**config.mk**
```make
export PLATFORM = sky130hd
export DESIGN_NAME = ap_ctrl_driver
export DESIGN_NICKNAME = d
export VERILOG_FILES = /design/src/rtl/ap_ctrl_driver_pkg.sv /design/src/rtl/ap_ctrl_driver_ts_fifo.sv /design/src/rtl/ap_ctrl_driver.sv
export SDC_FILE = /design/constraint.sdc
export NUM_CORES = 1
export LEC_CHECK = 0
export ABC_AREA = 1
export ABC_CLOCK_PERIOD_IN_PS = 8700
export CAP_MARGIN = 0
export CORE_UTILIZATION = 30
export CTS_BUF_LIST = sky130_fd_sc_hd__clkbuf_16
export DETAILED_ROUTE_END_ITERATION = 8
export PLACE_DENSITY = 0.5
export SKIP_LAST_GASP = 1
export SYNTH_ARGS = -nofsm -noshare
export SYNTH_HDL_FRONTEND = slang
export SYNTH_HIERARCHICAL = 1
export SYNTH_SLANG_ARGS = --single-unit
```
**constraint.sdc**
```tcl
create_clock -name clock -period 8.7 [get_ports clock]
set_input_delay 1.74 -clock clock [delete_from_list [all_inputs] [get_ports clock]]
set_output_delay 1.74 -clock clock [all_outputs]
set_load 0.02 [all_outputs]
```
**src/rtl/ap_ctrl_driver_pkg.sv**
```systemverilog
// Shared types and sizing helpers for the ap_ctrl_hs/ap_ctrl_chain initiator.
package ap_ctrl_driver_pkg;

    localparam int DEF_CNT_W           = 32;
    localparam int DEF_MAX_OUTSTANDING = 4;
    localparam int PTR_W               = $clog2(DEF_MAX_OUTSTANDING);

    typedef enum logic [1:0] {
        IDLE  = 2'd0,
        ISSUE = 2'd1,
        DRAIN = 2'd2,
        ERROR = 2'd3
    } state_e;

    typedef logic [DEF_CNT_W-1:0] cnt_t;

    // A depth-1 fifo still needs a 1-bit pointer.
    function automatic int ptr_width(input int depth);
        return (depth > 1) ? $clog2(depth) : 1;
    endfunction

endpackage

```
**src/rtl/ap_ctrl_driver_ts_fifo.sv**
```systemverilog
// Timestamp fifo holding the accept time of every transaction still in flight.
module ap_ctrl_driver_ts_fifo
    import ap_ctrl_driver_pkg::*;
#(
    parameter int DEPTH = DEF_MAX_OUTSTANDING,
    parameter int WIDTH = DEF_CNT_W
) (
    input  logic                         clock,
    input  logic                         reset,
    input  logic                         push,
    input  logic                         pop,
    input  logic                         flush,
    input  logic [WIDTH-1:0]             din,
    output logic                         full,
    output logic                         empty,
    output logic [$clog2(DEPTH+1)-1:0]   count,
    output logic [WIDTH-1:0]             head
);

    localparam int PW = ptr_width(DEPTH);
    localparam int OW = $clog2(DEPTH + 1);

    logic [WIDTH-1:0] mem_q [DEPTH];
    logic [PW-1:0]    rd_q;
    logic [PW-1:0]    wr_q;
    logic [OW-1:0]    cnt_q;
    logic             do_push;
    logic             do_pop;

    function automatic logic [PW-1:0] ptr_inc(input logic [PW-1:0] p);
        if (p == PW'(DEPTH - 1)) return '0;
        return p + 1'b1;
    endfunction

    assign full    = (cnt_q == OW'(DEPTH));
    assign empty   = (cnt_q == '0);
    assign count   = cnt_q;
    assign head    = mem_q[rd_q];
    assign do_pop  = pop & ~empty;
    assign do_push = push & (~full | do_pop);

    always_ff @(posedge clock or posedge reset) begin
        if (reset) begin
            rd_q  <= '0;
            wr_q  <= '0;
            cnt_q <= '0;
        end else if (flush) begin
            rd_q  <= '0;
            wr_q  <= '0;
            cnt_q <= '0;
        end else begin
            if (do_push) wr_q <= ptr_inc(wr_q);
            if (do_pop)  rd_q <= ptr_inc(rd_q);
            if (do_push && !do_pop)      cnt_q <= cnt_q + 1'b1;
            else if (do_pop && !do_push) cnt_q <= cnt_q - 1'b1;
        end
    end

    always_ff @(posedge clock) begin
        if (do_push && !flush) mem_q[wr_q] <= din;
    end

endmodule

```
**src/rtl/ap_ctrl_driver.sv**
```systemverilog
// Initiator for the HLS ap_ctrl_hs/ap_ctrl_chain handshake: launches a counted
// burst of kernel transactions, measures their latency and watches for errors.
//   state | meaning
//   IDLE  | waiting for a command, cmd_ready high
//   ISSUE | driving ap_start until every commanded start is accepted
//   DRAIN | starts done, waiting for outstanding completions
//   ERROR | watchdog fired, only abort leaves
module ap_ctrl_driver
    import ap_ctrl_driver_pkg::*;
#(
    parameter int CNT_W           = DEF_CNT_W,
    parameter int MAX_OUTSTANDING = DEF_MAX_OUTSTANDING,
    parameter int TIMEOUT         = 100000,
    parameter bit USE_CONTINUE    = 1'b1
) (
    input  logic             clock,
    input  logic             reset,
    input  logic             cmd_valid,
    output logic             cmd_ready,
    input  logic [CNT_W-1:0] cmd_count,
    input  logic             abort,
    output logic             ap_start,
    input  logic             ap_ready,
    input  logic             ap_done,
    input  logic             ap_idle,
    output logic             ap_continue,
    output logic             busy,
    output logic             done_pulse,
    output logic [CNT_W-1:0] txn_started,
    output logic [CNT_W-1:0] txn_done,
    output logic [CNT_W-1:0] last_latency,
    output logic [CNT_W-1:0] max_latency,
    output logic             timeout_err,
    output logic             proto_err,
    output logic             kernel_idle
);

    localparam int               OCC_W    = $clog2(MAX_OUTSTANDING + 1);
    localparam logic [OCC_W-1:0] OCC_MAX  = OCC_W'(MAX_OUTSTANDING);
    localparam logic [CNT_W-1:0] WD_LOAD  = CNT_W'(TIMEOUT);
    localparam bit               WD_EN    = (TIMEOUT != 0);

    state_e           state_q, state_d;
    logic [CNT_W-1:0] ts_q;
    logic [CNT_W-1:0] rem_q, rem_d;
    logic [CNT_W-1:0] started_q, started_d;
    logic [CNT_W-1:0] done_q, done_d;
    logic [CNT_W-1:0] last_lat_q, last_lat_d;
    logic [CNT_W-1:0] max_lat_q, max_lat_d;
    logic [CNT_W-1:0] wd_q, wd_d;
    logic             start_q, start_d;
    logic             cmd_ready_q, cmd_ready_d;
    logic             busy_q, busy_d;
    logic             cont_q, cont_d;
    logic             pulse_q, pulse_d;
    logic             tmo_q, tmo_d;
    logic             proto_q, proto_d;
    logic             kidle_q;

    logic             fifo_full, fifo_empty;
    logic [OCC_W-1:0] occ, occ_d;
    logic [CNT_W-1:0] head;
    logic             active, hs, done_ok, bypass, push, pop, proto_ev;
    logic             accept, wd_active, progress, wd_fire;
    logic [CNT_W-1:0] lat;

    ap_ctrl_driver_ts_fifo #(
        .DEPTH (MAX_OUTSTANDING),
        .WIDTH (CNT_W)
    ) u_ts_fifo (
        .clock (clock),
        .reset (reset),
        .push  (push),
        .pop   (pop),
        .flush (abort),
        .din   (ts_q),
        .full  (fifo_full),
        .empty (fifo_empty),
        .count (occ),
        .head  (head)
    );

    assign active   = (state_q == ISSUE) || (state_q == DRAIN);
    assign hs       = start_q & ap_ready & ~abort;
    assign done_ok  = ap_done & active & (~fifo_empty | hs) & ~abort;
    assign bypass   = done_ok & fifo_empty;
    assign pop      = done_ok & ~fifo_empty;
    assign push     = hs & ~bypass & (~fifo_full | pop);
    assign proto_ev = ap_done & ~abort &
                      ((state_q == IDLE) || (active && fifo_empty && !hs));
    assign accept   = cmd_valid & cmd_ready_q & (state_q == IDLE) & ~abort;
    assign lat      = bypass ? CNT_W'(1) : (ts_q - head + CNT_W'(1));

    // Watchdog is a down-counter reloaded on any progress; it fires on reaching zero.
    assign wd_active = WD_EN && active && ((occ != '0) || start_q);
    assign progress  = hs | ap_done;
    assign wd_fire   = wd_active && !progress && !abort && (wd_q == CNT_W'(1));

    always_comb begin
        state_d    = state_q;
        rem_d      = rem_q;
        started_d  = started_q;
        done_d     = done_q;
        last_lat_d = last_lat_q;
        max_lat_d  = max_lat_q;
        tmo_d      = tmo_q;
        proto_d    = proto_q;
        pulse_d    = 1'b0;
        wd_d       = (!wd_active || progress) ? WD_LOAD : (wd_q - 1'b1);
        occ_d      = occ;

        if (abort) begin
            state_d = IDLE;
            wd_d    = WD_LOAD;
            occ_d   = '0;
        end else begin
            if (push && !pop)      occ_d = occ + 1'b1;
            else if (pop && !push) occ_d = occ - 1'b1;

            case (state_q)
                IDLE: begin
                    if (accept) begin
                        started_d  = '0;
                        done_d     = '0;
                        last_lat_d = '0;
                        max_lat_d  = '0;
                        tmo_d      = 1'b0;
                        proto_d    = 1'b0;
                        rem_d      = cmd_count;
                        if (cmd_count == '0) pulse_d = 1'b1;
                        else                 state_d = ISSUE;
                    end
                end
                ISSUE: begin
                    if (hs) begin
                        rem_d     = rem_q - 1'b1;
                        started_d = started_q + 1'b1;
                    end
                    if (rem_d == '0) state_d = DRAIN;
                end
                DRAIN: begin
                    if (occ == '0 && !push) begin
                        state_d = IDLE;
                        pulse_d = 1'b1;
                    end
                end
                default: ;
            endcase

            if (done_ok) begin
                done_d     = done_q + 1'b1;
                last_lat_d = lat;
                if (lat > max_lat_q) max_lat_d = lat;
            end
            if (proto_ev) proto_d = 1'b1;
            if (wd_fire) begin
                state_d = ERROR;
                tmo_d   = 1'b1;
                pulse_d = 1'b0;
            end
        end

        start_d     = (state_d == ISSUE) && (rem_d != '0) && (occ_d < OCC_MAX);
        cmd_ready_d = (state_d == IDLE);
        busy_d      = (state_d == ISSUE) || (state_d == DRAIN);
        cont_d      = USE_CONTINUE ? busy_d : 1'b1;
    end

    always_ff @(posedge clock or posedge reset) begin
        if (reset) begin
            state_q     <= IDLE;
            ts_q        <= '0;
            rem_q       <= '0;
            started_q   <= '0;
            done_q      <= '0;
            last_lat_q  <= '0;
            max_lat_q   <= '0;
            wd_q        <= WD_LOAD;
            start_q     <= 1'b0;
            cmd_ready_q <= 1'b1;
            busy_q      <= 1'b0;
            cont_q      <= !USE_CONTINUE;
            pulse_q     <= 1'b0;
            tmo_q       <= 1'b0;
            proto_q     <= 1'b0;
            kidle_q     <= 1'b0;
        end else begin
            state_q     <= state_d;
            ts_q        <= ts_q + 1'b1;
            rem_q       <= rem_d;
            started_q   <= started_d;
            done_q      <= done_d;
            last_lat_q  <= last_lat_d;
            max_lat_q   <= max_lat_d;
            wd_q        <= wd_d;
            start_q     <= start_d;
            cmd_ready_q <= cmd_ready_d;
            busy_q      <= busy_d;
            cont_q      <= cont_d;
            pulse_q     <= pulse_d;
            tmo_q       <= tmo_d;
            proto_q     <= proto_d;
            kidle_q     <= ap_idle;
        end
    end

    assign cmd_ready    = cmd_ready_q;
    assign ap_start     = start_q;
    assign ap_continue  = cont_q;
    assign busy         = busy_q;
    assign done_pulse   = pulse_q;
    assign txn_started  = started_q;
    assign txn_done     = done_q;
    assign last_latency = last_lat_q;
    assign max_latency  = max_lat_q;
    assign timeout_err  = tmo_q;
    assign proto_err    = proto_q;
    assign kernel_idle  = kidle_q;

endmodule

```
==> flow_metrics.tcl <==
set metrics [dict create \
    outcome "finished, final reports clean" \
    cts_made_buffers 43 \
    synth_warnings 6 \
    relSlewSlack 0.3815 \
    core_area_um2 68470 \
    clk_pin_slew_ns 0.06 \
    post_cts_buffers 0 \
    clock_latency_ns 0.57 \
    power_frac_clock 0.404 \
    setup_tns_ns 0 \
    drt-total-wl_um 60030 \
    netlist.area_leader.share 0.2811 \
    first_global_vias 17170 \
    nets 2830 \
    port_buffers 174 \
    finish.instance_area_um2 24760 \
    timing.final.crit_share 0.7345 \
    slowest_stage "inv_2" \
    cts_tree "built" \
    whs_path_depth 1 \
    root_buffer "clkbuf_16" \
    final_common_cell "nand2_1" \
    ys_ff_latch 368 \
    worstSetupStartpoint "u_ts_fifo/rd_q[0]" \
    area_delta_synth_final_pct 19.39 \
    via_per_inst 4.845 \
    finalHoldViolations 0 \
    path_max_fanout 39 \
    syn_area_per_cell_um2 8.280 \
    ys_top_cells_by_area "dfrtp_1 (28%), edfxtp_1 (19%), nand2_1 (8.8%), ha_1 (6.6%), nor2_1 (6.5%)" \
    dp_cells 3516 \
    vias 17410 \
    synth_cell_types 57 \
    hold_class "reg -> reg" \
    hold_buffers 0 \
    regArea_um2 9859 \
    pin_count 175 \
    cts_resized 0 \
    powerDensity_nw_per_um2 172.7 \
    reg2reg_from "u_ts_fifo/rd_q[0]" \
    synthCells 2505 \
    avgRoutedWirePerCell_um 16.71 \
    finalWeightedCongestion 0.8864 \
    syn-num-nets 2656 \
    synth-async-reset-ratio 0.6522 \
    leakagePower_nw 11.22 \
    switchingPower_mw 1.214 \
    antenna_cells 0 \
    synth_edf_count 128 \
    cts_buffer_depth 3 \
    finalNonFillerCells 3593 \
    start_util 0.3029 \
    grt_antenna_before_repair 1 \
    layout-drive-gt1-share 0.04906 \
    dr.pass1.iters 5 \
    ys_seq_area_frac 0.4753 \
    mostFrequentLayoutCells "nand2_1 (488), nor2_1 (354), inv_1 (352)" \
    hpwl_um 43350 \
    syn_area_um2 20740 \
    antenna_left 0 \
    placementRows 96 \
    clock_skew_ns 0.01973 \
    peakVddDrop_v 0.0001139 \
    htreeDepth 2 \
    drt_iter0_drc 1066 \
    setup_violations 0 \
    crit_top_cell "nand2_1" \
    dieArea_um2 70190 \
    die_h_um 264.9 \
    r2r_cells 29 \
    die-width_um 264.9 \
    worstPathArrival_ns 6.84 \
    drc_errors 0 \
    grt.total_usage 0.1710 \
    drv_cap 0 \
    worstMarginPinSlew_ns 0.9267 \
    grt_max_degree 105 \
    crit_end "max_latency[24]" \
    r2r_slack_ns 2.31 \
    detailed_place.area_um2 23430 \
    path_class "reg -> reg" \
    rsz0062_at_grt "false" \
    cp_slowest_stage_delay_ns 0.56 \
    clock-sinks 368 \
    multiInputGateArea_um2 9250 \
    swShare 0.2839 \
    end_kind "flip-flop" \
    postLayoutCoreUtil 0.3617 \
    p_int_mw 3.062 \
    synth_ff_type "dfrtp_1" \
    fmax_mhz 156.5 \
    seqPwrFrac 0.457 \
    start_kind "flip-flop" \
    gr-total-overflow 0 \
    critPathRequiredTime_ns 9.15 \
    p_comb_frac 0.138 \
    r2r-end "max_latency[24]" \
    fill_cells 7048 \
    grt_pass1_wl_um 96580 \
    slew_viol_final 0 \
    period_needed_ns 6.390 \
    synth_area_leader_cell "dfrtp_1" \
]
==> stage by stage <==
stage | hold slack, ns | power (mW) | setup slack, ns
2_1_floorplan | 0.4322 | 2.364 | 0.5819
3_3_place_gp | 0.4534 | 2.571 | 2.063
3_5_place_dp | 0.4521 | 2.575 | 1.804
4_1_cts | 0.4696 | 4.335 | 2.337
5_1_grt | 0.4927 | 4.482 | 1.734
6_report | 0.4645 | 4.276 | 2.310
==> power by group through the flow <==
stage | Combinational [mW] | Sequential, mW | Clock [mW]
finish | 0.591 | 1.96 | 1.73
global route | 0.667 | 1.97 | 1.85
CTS | 0.592 | 1.95 | 1.79
detailed placement | 0.591 | 1.98 | 0
global placement | 0.584 | 1.99 | 0
floorplan | 0.387 | 1.98 | 0
==> cells in the mapped netlist (6+ instances only) <==
master and n:
clkbuf_1 35, a31oi_1 9, a211oi_1 8, xor2_1 68, o221ai_1 14, buf_2 15, dfstp_2 7, inv_1 344
a22oi_1 8, o211ai_1 12, xnor2_1 14, nand4_1 33, or2_2 8, nand2_2 8, nor3_1 52, a21oi_1 104
o21ai_0 149, ha_1 110, nand2_1 488, edfxtp_1 128, nand3_1 126, nor2_1 359, o22ai_1 34, nor3b_1 8
buf_6 6, o21bai_1 8, nor4_1 21, o21ai_1 20, nand3b_1 7, dfrtp_1 233, o21a_1 8
==> metal layers <==
layer	global-route usage	part of all wire
met3	0.02257	0.036
met5	0	0
met2	0.2822	0.47
met4	0.04421	0.021
met1	0.2353	0.48
==> layout make-up <==
type | count | area share
clock buffer | 45 | 0.04547
clock inverter | 32 | 0.008337
inverter | 354 | 0.05416
multi-input combinational | 1720 | 0.3735
sequential | 368 | 0.3981
tap | 882 | 0.04456
timing repair buffer | 192 | 0.07579
==> logic make-up (layout without fill, tap and decap cells) <==
group	count (synthesis)	after routing	synth area share
AO/OA/AOI/OAI	394	394	0.1091
XOR/XNOR	82	82	0.03463
adder cells (fa/ha/maj)	112	112	0.06829
buffers and inverters	417	623	0.07933
flip-flops	368	368	0.4753
multiplexers	2	2	0.0009652
AND/OR/NAND/NOR	1130	1130	0.2324
==> critical path, delay by kind of cell (launching register included) <==
family          cells  cell delay (ns)
flops               1             0.50
buf+inv             6             1.52
fa+ha+maj           3             0.98
compound gates      3             0.44
simple gates       17             2.83
==> worst min path at each step <==
stage / to / from
2_1_floorplan: wd_q[0] / wd_q[0]
3_3_place_gp: wd_q[0] / wd_q[0]
3_5_place_dp: wd_q[0] / wd_q[0]
4_1_cts: wd_q[0] / wd_q[0]
5_1_grt: wd_q[0] / wd_q[0]
6_report: wd_q[0] / wd_q[0]
==> registers in the layout (all words and copies together), names as in the netlist <==
signal / flops
ap_continue: 1
ap_start: 1
cmd_ready: 1
done_pulse: 1
kernel_idle: 1
last_latency: 32
max_latency: 32
proto_err: 1
rem_q: 32
state_q: 2
timeout_err: 1
ts_q: 32
txn_done: 32
txn_started: 32
u_ts_fifo/count: 3
u_ts_fifo/mem_q: 128
u_ts_fifo/rd_q: 2
u_ts_fifo/wr_q: 2
wd_q: 32
(Power assumes the default switching activity.)
==> patch, RTL diff (same settings) <==
`ts_q` no longer has a reset.
--- a/src/rtl/ap_ctrl_driver.sv
+++ b/src/rtl/ap_ctrl_driver.sv
@@ -171,3 +171,2 @@
             state_q     <= IDLE;
-            ts_q        <= '0;
             rem_q       <= '0;
@@ -188,3 +187,2 @@
             state_q     <= state_d;
-            ts_q        <= ts_q + 1'b1;
             rem_q       <= rem_d;
@@ -206,2 +204,6 @@
 
+    always_ff @(posedge clock) begin
+        ts_q <= ts_q + 1'b1;
+    end
+
     assign cmd_ready    = cmd_ready_q;
Function: no difference found for any inputs over 4 cycles, from zero or initial values and one cycle with reset high; that may be too few to reach the edited logic, so the function may still have changed.
==> patch against the original RTL <==
Synthesized area is 0.64% lower. Routed wire length shrank 1.5%. Fmax is 7.3% lower. Sequential cell count stayed put. Total power increased by 3.2%. Worst setup slack worse by 0.50 ns. Final area down 0.12%. Critical endpoint is now max_latency[14].
==> patch: results (changes against the original RTL) <==
[final_layout]
layout.nets = 2844  ; +0.49%
drive_gt1_frac = 0.0484  ; -0.000655
n_fill_cell = 6954  ; -1.3%
regMostFlops = u_ts_fifo/mem_q

[routing]
highest_layer = met4
firstDrtPassIters = 5  ; unchanged
drt_iter0_markers = 1003  ; -5.9%
m1WireLength_um = 27400  ; -4.0%
met2_wirelength_um = 27900  ; -0.36%
route.met3.wl_um = 2540  ; +17%
viasPerCell = 4.84  ; -0.14%
routedWlPerCell_um = 16.4  ; -1.7%

[synthesis]
async_flop_share = 0.565  ; -0.0870
ys_top_cells_by_count = 486 x nand2_1, 358 x inv_1, 335 x nor2_1
yosys_most_used_dff = dfrtp_1
synthDistinctLibCells = 63  ; +11%
synth_edf_count = 128  ; unchanged
synth.area.top_cells = dfrtp_1 24%, edfxtp_1 19%, nand2_1 8.9%, ha_1 6.7%, inv_1 6.5%
synth.net_count = 2667  ; +0.41%
ys_seq_area_frac = 0.471  ; -0.00471

[run_status]
outcome = complete, no violations

[critical_path]
critPathCapture = max_latency[14]
cpPeakStageDelay_ns = 0.72  ; +0.16 ns
critical_path.max_fanout = 32  ; -18%
arrival_ns = 7.40  ; +0.56 ns
crit_slowest_cell = nor2_1
r2r_cells = 29  ; unchanged
worst-r2r-setup-slack_ns = 2.01  ; -0.30 ns
crit_path_start = abort
crit_family = simple AND/OR/NAND/NOR gates
reg2reg_from = u_ts_fifo/rd_q[1]

[clock_network]
numCtsBuffers = 43  ; unchanged
cts_buffer_depth = 3  ; unchanged
htreeDepth = 2  ; unchanged
path_clk_slew_ns = 0.06  ; about the same
cts-root-buf = clkbuf_16
clk_latency_ns = 0.57  ; about the same
cts_setup_buffers = 0  ; unchanged

[place]
routabilityCongestion = 0.874  ; -1.4%
dp_hpwl_um = 43200  ; -0.27%
placed_area_sq_mm = 0.0233  ; -0.52%

[grt]
grt_max_degree = 91  ; -13%
grt_pass1_vias = 17300  ; +0.55%
grt.total_usage = 0.170  ; -0.00146
grt_pass1_wl_um = 95200  ; -1.4%
grt_antenna_before_repair = 0  ; -1

[power_and_ir_drop]
switching_share = 0.280  ; -0.00361
pg_comb_w = 0.000613  ; +3.7%
ir_drop_v = 0.000132  ; +16%
p_leak_nw = 10.9  ; -2.6%
clock_power_w = 0.00183  ; +6%

[timing]
worst_pin_slew_ns = 1.21  ; +0.281 ns
timing.hold.ws_ns = 0.465  ; +0.000584 ns
fin_skew_ns = 0.0163  ; -0.00345 ns

[min_path]
min_path_cells = 1  ; unchanged

-- patch: changes by cell type in the layout (fill, tap and decap cells not counted), moves of 5 or more --
cell,change
o21ai_0,+19
o221ai_1,-7
nor2_1,-25
nor4_1,+5
a21oi_1,+9
a22oi_1,+5
dfxtp_1,+32
nand2_2,-7
inv_1,+15
dfrtp_1,-32
nand4_1,-5
nor3_1,+13
-- patch: layout make-up --
type | count | area share
multi-input cells | 1724 | 0.375
inverters | 365 | 0.0557
clock inverters | 35 | 0.0131
repair buffers | 191 | 0.0756
clock buffers | 44 | 0.0445
well taps | 873 | 0.0442
flip-flops and latches | 368 | 0.392
-- patch: layer usage --
metal  vias up  global-route usage
met4         0              0.0418
met3        80              0.0280
met2       337               0.289
met1      8297               0.223
li1       8702                   -
met5         -                   0
-- patch: metrics by stage --
stage | cells | worst slack, ns | util | total power, W
finish | 3600 | 1.81 | 0.366 | 0.00441
detailed placement | 3521 | 1.12 | 0.345 | 0.00262
global route | 3600 | 1.19 | 0.366 | 0.00463
floorplan | 2516 | 1.49 | - | 0.00241
CTS | 3600 | 1.69 | 0.366 | 0.00447
global placement | 3521 | 1.40 | 0.345 | 0.00261
-- patch: kinds of logic (layout without fill, tap and decap cells) --
group | after synthesis | count (layout) | share of synthesized area
AO/OA/AOI/OAI | 417 | 417 | 0.115
XOR/XNOR | 78 | 78 | 0.0331
flip-flops | 368 | 368 | 0.471
adder cells (fa/ha/maj) | 112 | 112 | 0.0687
AND/OR/NAND/NOR | 1117 | 1117 | 0.232
buffers and inverters | 424 | 635 | 0.0806
-- patch: worst register-to-register path: cells and delay by family, from the launching register on --
family / cells / cell delay, ns
AOI/OAI and AO/OA: 6 / 0.87
buffers and inverters: 6 / 1.46
adders and majority gates: 3 / 1.01
DFF: 1 / 0.36
and+or+nand+nor: 14 / 2.88
